<file path="src/rtl/hilo_seq_ctrl.sv">
// hilo_seq_ctrl: issue sequencer for a single-issue ALU with a HI/LO pair.
//
// A request is latched into the alu_* registers when the controller is not
// busy. The controller then waits a fixed number of EXEC cycles and captures
// the ALU result. Multiply (fs=5'h1E) and divide (fs=5'h1F) take MD_CYCLES
// EXEC cycles and write HI/LO. Every other function takes one EXEC cycle.
//
// Optional feature: define DIV_ZERO_TRAP_EN to trap a divide by zero.
// The trapped divide takes one EXEC cycle and leaves HI/LO unchanged. It
// returns y_lo=0 and cvnz=0, and it raises dz_err.
// Without the macro, dz_err is tied to 0.
//
// Handshake: start is a request qualified by busy. A request is taken on a
// rising edge where start=1 and busy=0; there is no queueing. done pulses
// for exactly one cycle when the results become valid. done can be followed
// directly by the next EXEC when start is high during the DONE cycle.
//
// Reset is synchronous and active-high. It wins over start and drops any
// in-flight operation without producing a done pulse.

module hilo_seq_ctrl #(
  parameter int MD_CYCLES = 4
) (
  input  logic        clk,
  input  logic        reset,
  input  logic        start,
  input  logic [4:0]  fs,
  input  logic [31:0] s_in,
  input  logic [31:0] t_in,
  input  logic [4:0]  shamt_in,
  output logic        busy,
  output logic        done,
  output logic [31:0] alu_s,
  output logic [31:0] alu_t,
  output logic [4:0]  alu_fs,
  output logic [4:0]  alu_shamt,
  input  logic [31:0] alu_y_hi,
  input  logic [31:0] alu_y_lo,
  input  logic [3:0]  alu_cvnz,
  output logic [31:0] y_lo,
  output logic [31:0] hi,
  output logic [31:0] lo,
  output logic [3:0]  cvnz,
  output logic        dz_err
);

  localparam logic [4:0] FS_MPY  = 5'h1E;
  localparam logic [4:0] FS_DIV  = 5'h1F;
  // The counter holds the number of EXEC cycles that remain after the current one.
  localparam logic [3:0] MD_LAST = 4'(MD_CYCLES - 1);

  typedef enum logic [1:0] {
    S_IDLE = 2'd0,
    S_EXEC = 2'd1,
    S_DONE = 2'd2
  } state_t;

  state_t     state;
  logic [3:0] cnt;

  logic       req_md;
  logic       req_dz;
  logic [3:0] req_last;
  logic       cap_md;
  logic       cap_dz;

  // Classify the incoming request and the op in flight.
  always_comb begin
    req_md = (fs == FS_MPY) || (fs == FS_DIV);
    cap_md = (alu_fs == FS_MPY) || (alu_fs == FS_DIV);
`ifdef DIV_ZERO_TRAP_EN
    req_dz = (fs == FS_DIV) && (t_in == 32'd0);
    cap_dz = (alu_fs == FS_DIV) && (alu_t == 32'd0);
`else
    req_dz = 1'b0;
    cap_dz = 1'b0;
`endif
    req_last = (req_md && !req_dz) ? MD_LAST : 4'd0;
  end

`ifndef DIV_ZERO_TRAP_EN
  // Without the trap, divide by zero runs as an ordinary divide and no error is reported.
  assign dz_err = 1'b0;
`endif

  // Sequencer FSM with registered busy/done and result capture.
  always_ff @(posedge clk) begin
    if (reset) begin
      state     <= S_IDLE;
      cnt       <= 4'd0;
      busy      <= 1'b0;
      done      <= 1'b0;
      alu_s     <= 32'd0;
      alu_t     <= 32'd0;
      alu_fs    <= 5'd0;
      alu_shamt <= 5'd0;
      y_lo      <= 32'd0;
      hi        <= 32'd0;
      lo        <= 32'd0;
      cvnz      <= 4'd0;
`ifdef DIV_ZERO_TRAP_EN
      dz_err    <= 1'b0;
`endif
    end else begin
      done <= 1'b0;
      case (state)
        S_IDLE, S_DONE: begin
          if (start) begin
            alu_s     <= s_in;
            alu_t     <= t_in;
            alu_fs    <= fs;
            alu_shamt <= shamt_in;
            cnt       <= req_last;
            busy      <= 1'b1;
            state     <= S_EXEC;
          end else begin
            state <= S_IDLE;
          end
        end

        S_EXEC: begin
          if (cnt == 4'd0) begin
            if (cap_dz) begin
              y_lo <= 32'd0;
              cvnz <= 4'd0;
`ifdef DIV_ZERO_TRAP_EN
              dz_err <= 1'b1;
`endif
            end else begin
              y_lo <= alu_y_lo;
              if (cap_md) begin
                // Multiply and divide never carry or overflow, so C and V are cleared.
                cvnz <= {2'b00, alu_cvnz[1:0]};
                hi   <= alu_y_hi;
                lo   <= alu_y_lo;
              end else begin
                cvnz <= alu_cvnz;
              end
`ifdef DIV_ZERO_TRAP_EN
              dz_err <= 1'b0;
`endif
            end
            busy  <= 1'b0;
            done  <= 1'b1;
            state <= S_DONE;
          end else begin
            cnt <= cnt - 4'd1;
          end
        end

        default: begin
          busy  <= 1'b0;
          state <= S_IDLE;
        end
      endcase
    end
  end

endmodule
</file>
<file path="config.mk">
export PLATFORM = sky130hd
export DESIGN_NAME = hilo_seq_ctrl
export DESIGN_NICKNAME = d
export VERILOG_FILES = /design/src/rtl/hilo_seq_ctrl.sv
export SDC_FILE = /design/constraint.sdc
export NUM_CORES = 1
export LEC_CHECK = 0
export CORE_ASPECT_RATIO = 2
export CORE_UTILIZATION = 40
export CTS_CLUSTER_DIAMETER = 50
export DETAILED_ROUTE_END_ITERATION = 16
export PLACE_DENSITY = 0.81
export SYNTH_ARGS = -nofsm -noshare
export SYNTH_HDL_FRONTEND = slang
export SYNTH_SLANG_ARGS = --single-unit
</file>
<file path="constraint.sdc">
create_clock -name clk -period 2.27 [get_ports clk]
set_input_delay 0.681 -clock clk [delete_from_list [all_inputs] [get_ports clk]]
set_output_delay 0.681 -clock clk [all_outputs]
set_load 0.005 [all_outputs]
</file>
**Word-level counts from Yosys, hierarchy flattened**

Cells that the tools add are included.

- Reduce and logical (&&, ||, !) cells: 12
- Equal/unequal tests: 9
- Add/subtract/negate cells: 1
- Mux-type cells: 12
- Bitwise gates (word level): 1

Operators by type and width:

| cell | number |
|---|---|
| $eq A5 B5 Y1 const B | 4 |
| $mux W4 | 3 |
| $pmux W4 S2 | 1 |
| $ne A2 B2 Y1 const B | 3 |
| $reduce_and A2 Y1 | 3 |
| $reduce_and A3 Y1 | 2 |
| $logic_not A4 Y1 | 1 |
| $mux W1 | 4 |
| $mux W2 | 2 |
| $pmux W2 S2 | 1 |
| $reduce_or A2 Y1 | 2 |
| $sub A4 B1 Y4 const B | 1 |
| $eq A2 B1 Y1 const B | 1 |
| $eq A2 B2 Y1 const B | 1 |
| $logic_not A2 Y1 | 1 |
| $logic_or A1 B1 Y1 | 2 |
| $pmux W1 S2 | 1 |
| $reduce_bool A2 Y1 | 1 |
| $not A1 Y1 | 1 |

- Bits in registers: 182
- Output and inout port bits: 177

**Logic depth before layout (Yosys ltp)**

- Depth in word-level cells: 5
- Depth in mapped cells: 8
- Depth with buffers taken out: 6

**Worst setup path after synthesis**

OpenSTA, ideal clock, no wires.

- Path type: register -> register
- Start: register cnt[0]
- End: register lo[19]
- Data arrival time: 1.687 ns
- Cell stages (with the launch flop): 9
- Path buffers: 2
- Setup slack: 0.440 ns
- Library setup time: 0.143 ns
- Path through: dfxtp_1 inv_1 ha_1 or3b_4 or3_1 buf_6 buf_6 nand2_1 a21oi_2

- Cells in the longest elaborated chain, start to end: 2

RTL lines:

| element | RTL line | text |
|---|---|---|
| start: declaration | 59 | `logic [3:0] cnt;` |
| start signal: assignment | 113 | `cnt <= req_last;` |
| start signal: assignment | 147 | `cnt <= cnt - 4'd1;` |
| $logic_not A4 Y1 | 122 | `if (cnt == 4'd0) begin` |
| $reduce_and A3 Y1 (no line) | n/a |  |
| end signal: assignment | 135 | `lo <= alu_y_lo;` |
| end: declaration | 42 | `output logic [31:0] lo,` |

No other way between the ends.
A chain may end at the register's enable or synchronous reset.

**Final worst setup path**

- Start: register cnt[0]
- End: register lo[23]

The elaborated chain is that of the path after synthesis.

==> flow_summary.ini <==
[worst_hold_path]
min_from = alu_t[23]
hold_path.class = flip-flop to flip-flop
whs_path_depth = 2
holdPathEnd = alu_t[23]

[pwr]
ir_drop_v = 0.000583
power_density_nw_per_um2 = 705
leakage_nw = 3.63

[global_route]
grt_pass1_wl_um = 30800
grt_usage_pct = 23.7
grt_pass1_vias = 6002
antenna_found_initial = 0
grt_max_degree = 76
grt.overflow.total = 0

[logic_synthesis]
synth_warnings = 0
avgSynthCellArea_um2 = 8.09
ys_ff_latch = 182
synth.distinct_cells = 29
syn_nets = 949
synthCells = 802
ys_seq_area_share_pct = 56.1
synth_area_um2 = 6490

[clocking]
root_buffer = clkbuf_16
worstSkewPairLatency_ps = 420
path_clk_slew_ps = 70
cts_tree = yes
cts_buffers = 17
post-cts-setup-buffers = 0
clock_path_buffers = 2
cts.hold.buffers_added = 0
clock-sinks = 182
cts.htree.levels = 4
cts_resized = 0

[place]
port_buffers = 320
place_congestion = 0.866
hpwl_um = 14300
placed_area_um2 = 9820

[worst_setup_path]
path_class = flip-flop to flip-flop
critPathRequiredTime_ps = 2570
cp-start-kind = flip-flop
cp.arrival_ps = 2390
path_max_fanout = 64
crit_path_top_delay_cell = or3_2
path_cells = inv_1 > ha_1 > or3b_4 > or3_2 > buf_12 > nand2_1 > a21oi_2
critPathMaxStageDelay_ps = 490
cp_top_family = simple AND/OR/NAND/NOR gates
end_kind = flip-flop
r2r_slack_ps = 190
path_buf_inv = 2
r2r-start = cnt[0]
r2r-end = lo[23]
rr_worst_depth = 7

[timing]
setup_violations = 0
fmax_mhz = 480
min_period_ps = 2080
rsz0062_at_grt = no
maxSlewViolCount = 0
finalHoldViolCount = 0
min_period_over_period_pct = 91.8
fin_skew_ps = 10.1
finalSetupTns_ps = 0

[die]
ios = 322
die_area_um2 = 16800
coreArea_um2 = 15800
die_w_um = 92.1
fp-row-count = 65
fp.dieH_um = 182
start_util_pct = 41.1

[cells_and_area]
stdcell_area_um2 = 10400
drive_gt1_share_pct = 6.68
insertedDiodeCount = 0
finalNetCount = 1243
area_delta_synth_final_pct = 60.1

[detailed_routing]
wl_per_cell_um = 15.5
vias_per_cell = 4.87
route.detailed.drc = 0
drt_wl_total_um = 20300
dr.pass1.iters = 4
num_vias = 6369
ant_nets = 0
drt-initial-drc-count = 185

[run]
max-cap-violations = 0

[outcome]
status = finished clean
## logic make-up (layout without fill, tap and decap cells)
logic type      Yosys count  in the layout  share of synthesized area [%]
simple gates            375            375                           22.6
compound gates          182            182                           15.7
flops                   182            182                           56.1
buf+inv                  59            365                           5.03
fa+ha+maj                 2              2                          0.385
other cells               1              1                         0.0578
mux                       1              1                          0.154
## area by class of cell
cell class                      instances  area, um^2
Clock buffer                           20         447
Clock inverter                         11         126
Fill cell                            1295        5380
Inverter                                2        7.51
Multi-Input combinational cell        561        2540
Sequential cell                       182        3640
Tap cell                              201         251
Timing Repair Buffer                  332        3380
## worst reg2reg max path, stage by stage (launching register included)
cell,delay (ps)
dfxtp_1,330
inv_1,100
ha_1,170
or3b_4,420
or3_2,490
buf_12,200
nand2_1,190
a21oi_2,60
## metrics by stage
step | hold WS (ps) | worst slack (ps) | util, % | std cells | total power, mW
after global routing | 466 | 94.7 | 65.9 | 1309 | 7.59
after global placement | 439 | 250 | 62.3 | 1278 | 4.48
after floorplan | 448 | 440 | - | 802 | 3.84
after CTS | 454 | 214 | 65.9 | 1309 | 7.40
after detailed placement | 446 | 203 | 62.3 | 1278 | 4.49
final | 453 | 186 | 65.9 | 1309 | 7.33
## worst max-delay path by stage
| stage | startpoint | endpoint | slack, ps | cells past startpoint |
|---|---|---|---|---|
| 2_1_floorplan | cnt[0] | lo[19] | 440 | 8 |
| 3_3_place_gp | cnt[1] | lo[5] | 250 | 7 |
| 3_5_place_dp | start | alu_s[30] | 200 | 5 |
| 4_1_cts | alu_fs[2] | alu_fs[2] | 210 | 1 |
| 5_1_grt | cnt[1] | lo[26] | 90 | 7 |
| 6_report | cnt[0] | lo[23] | 190 | 7 |
## layer usage
metal / wire (um) / global-route usage, % / vias up
met1: 7480 / 23.8 / 2951
met5: 0 / 0 / -
li1: - / - / 3160
met4: 881 / 12.9 / 0
met2: 10900 / 43.9 / 210
met3: 1080 / 5.63 / 48
## sequential cells by signal (all words and copies together), names as in the netlist
register   flops
alu_fs         5
cnt            4
busy           1
alu_shamt      5
y_lo          32
lo            32
cvnz           4
alu_s         32
state          2
hi            32
alu_t         32
done           1
## power breakdown
part / leakage [nW] / switching [mW] / internal (mW) / total (mW)
logic: 1.88 / 0.436 / 0.576 / 1.01
clock network: 0.269 / 1.26 / 1.65 / 2.91
registers: 1.48 / 0.0758 / 3.33 / 3.41
total: 3.63 / 1.77 / 5.56 / 7.33
## cells in the mapped netlist
master / n / share of area [%]
conb_1: 1 / 0.058
nor3_1: 1 / 0.077
dfxtp_1: 182 / 56
a21oi_2: 26 / 3.5
ha_1: 2 / 0.39
nor4_1: 1 / 0.096
nand4_1: 2 / 0.19
buf_2: 3 / 0.23
nor3_4: 1 / 0.25
o21a_1: 1 / 0.12
nor3b_1: 2 / 0.23
nand2b_1: 2 / 0.19
clkbuf_1: 37 / 2.1
a211oi_1: 1 / 0.12
inv_1: 2 / 0.12
o21ai_0: 2 / 0.15
a21boi_0: 1 / 0.12
or3_1: 2 / 0.19
or3b_4: 1 / 0.17
buf_4: 1 / 0.12
mux2i_1: 1 / 0.15
nor2_2: 1 / 0.096
nor2b_1: 2 / 0.19
nand3_1: 4 / 0.31
buf_6: 13 / 2.3
buf_1: 3 / 0.17
a21oi_1: 151 / 12
nor2_1: 6 / 0.35
nand2_1: 350 / 20
## cell usage in the layout, fill, tap and decap left out, drive strengths merged
cell	Yosys	routed
inv	2	4
clkinvlp	0	4
o21a	1	1
nor3	2	2
clkdlybuf4s50	0	319
or3	2	2
conb	1	1
mux2i	1	1
a21oi	177	177
a21boi	1	1
buf	20	13
clkbuf	37	20
nor2b	2	2
nor3b	2	2
nand3	4	4
nand4	2	2
ha	2	2
nor2	7	7
or3b	1	1
nand2b	2	2
a211oi	1	1
clkinv	0	3
o21ai	2	2
dfxtp	182	182
bufinv	0	2
nand2	350	350
nor4	1	1
(Power assumes the default switching activity.)
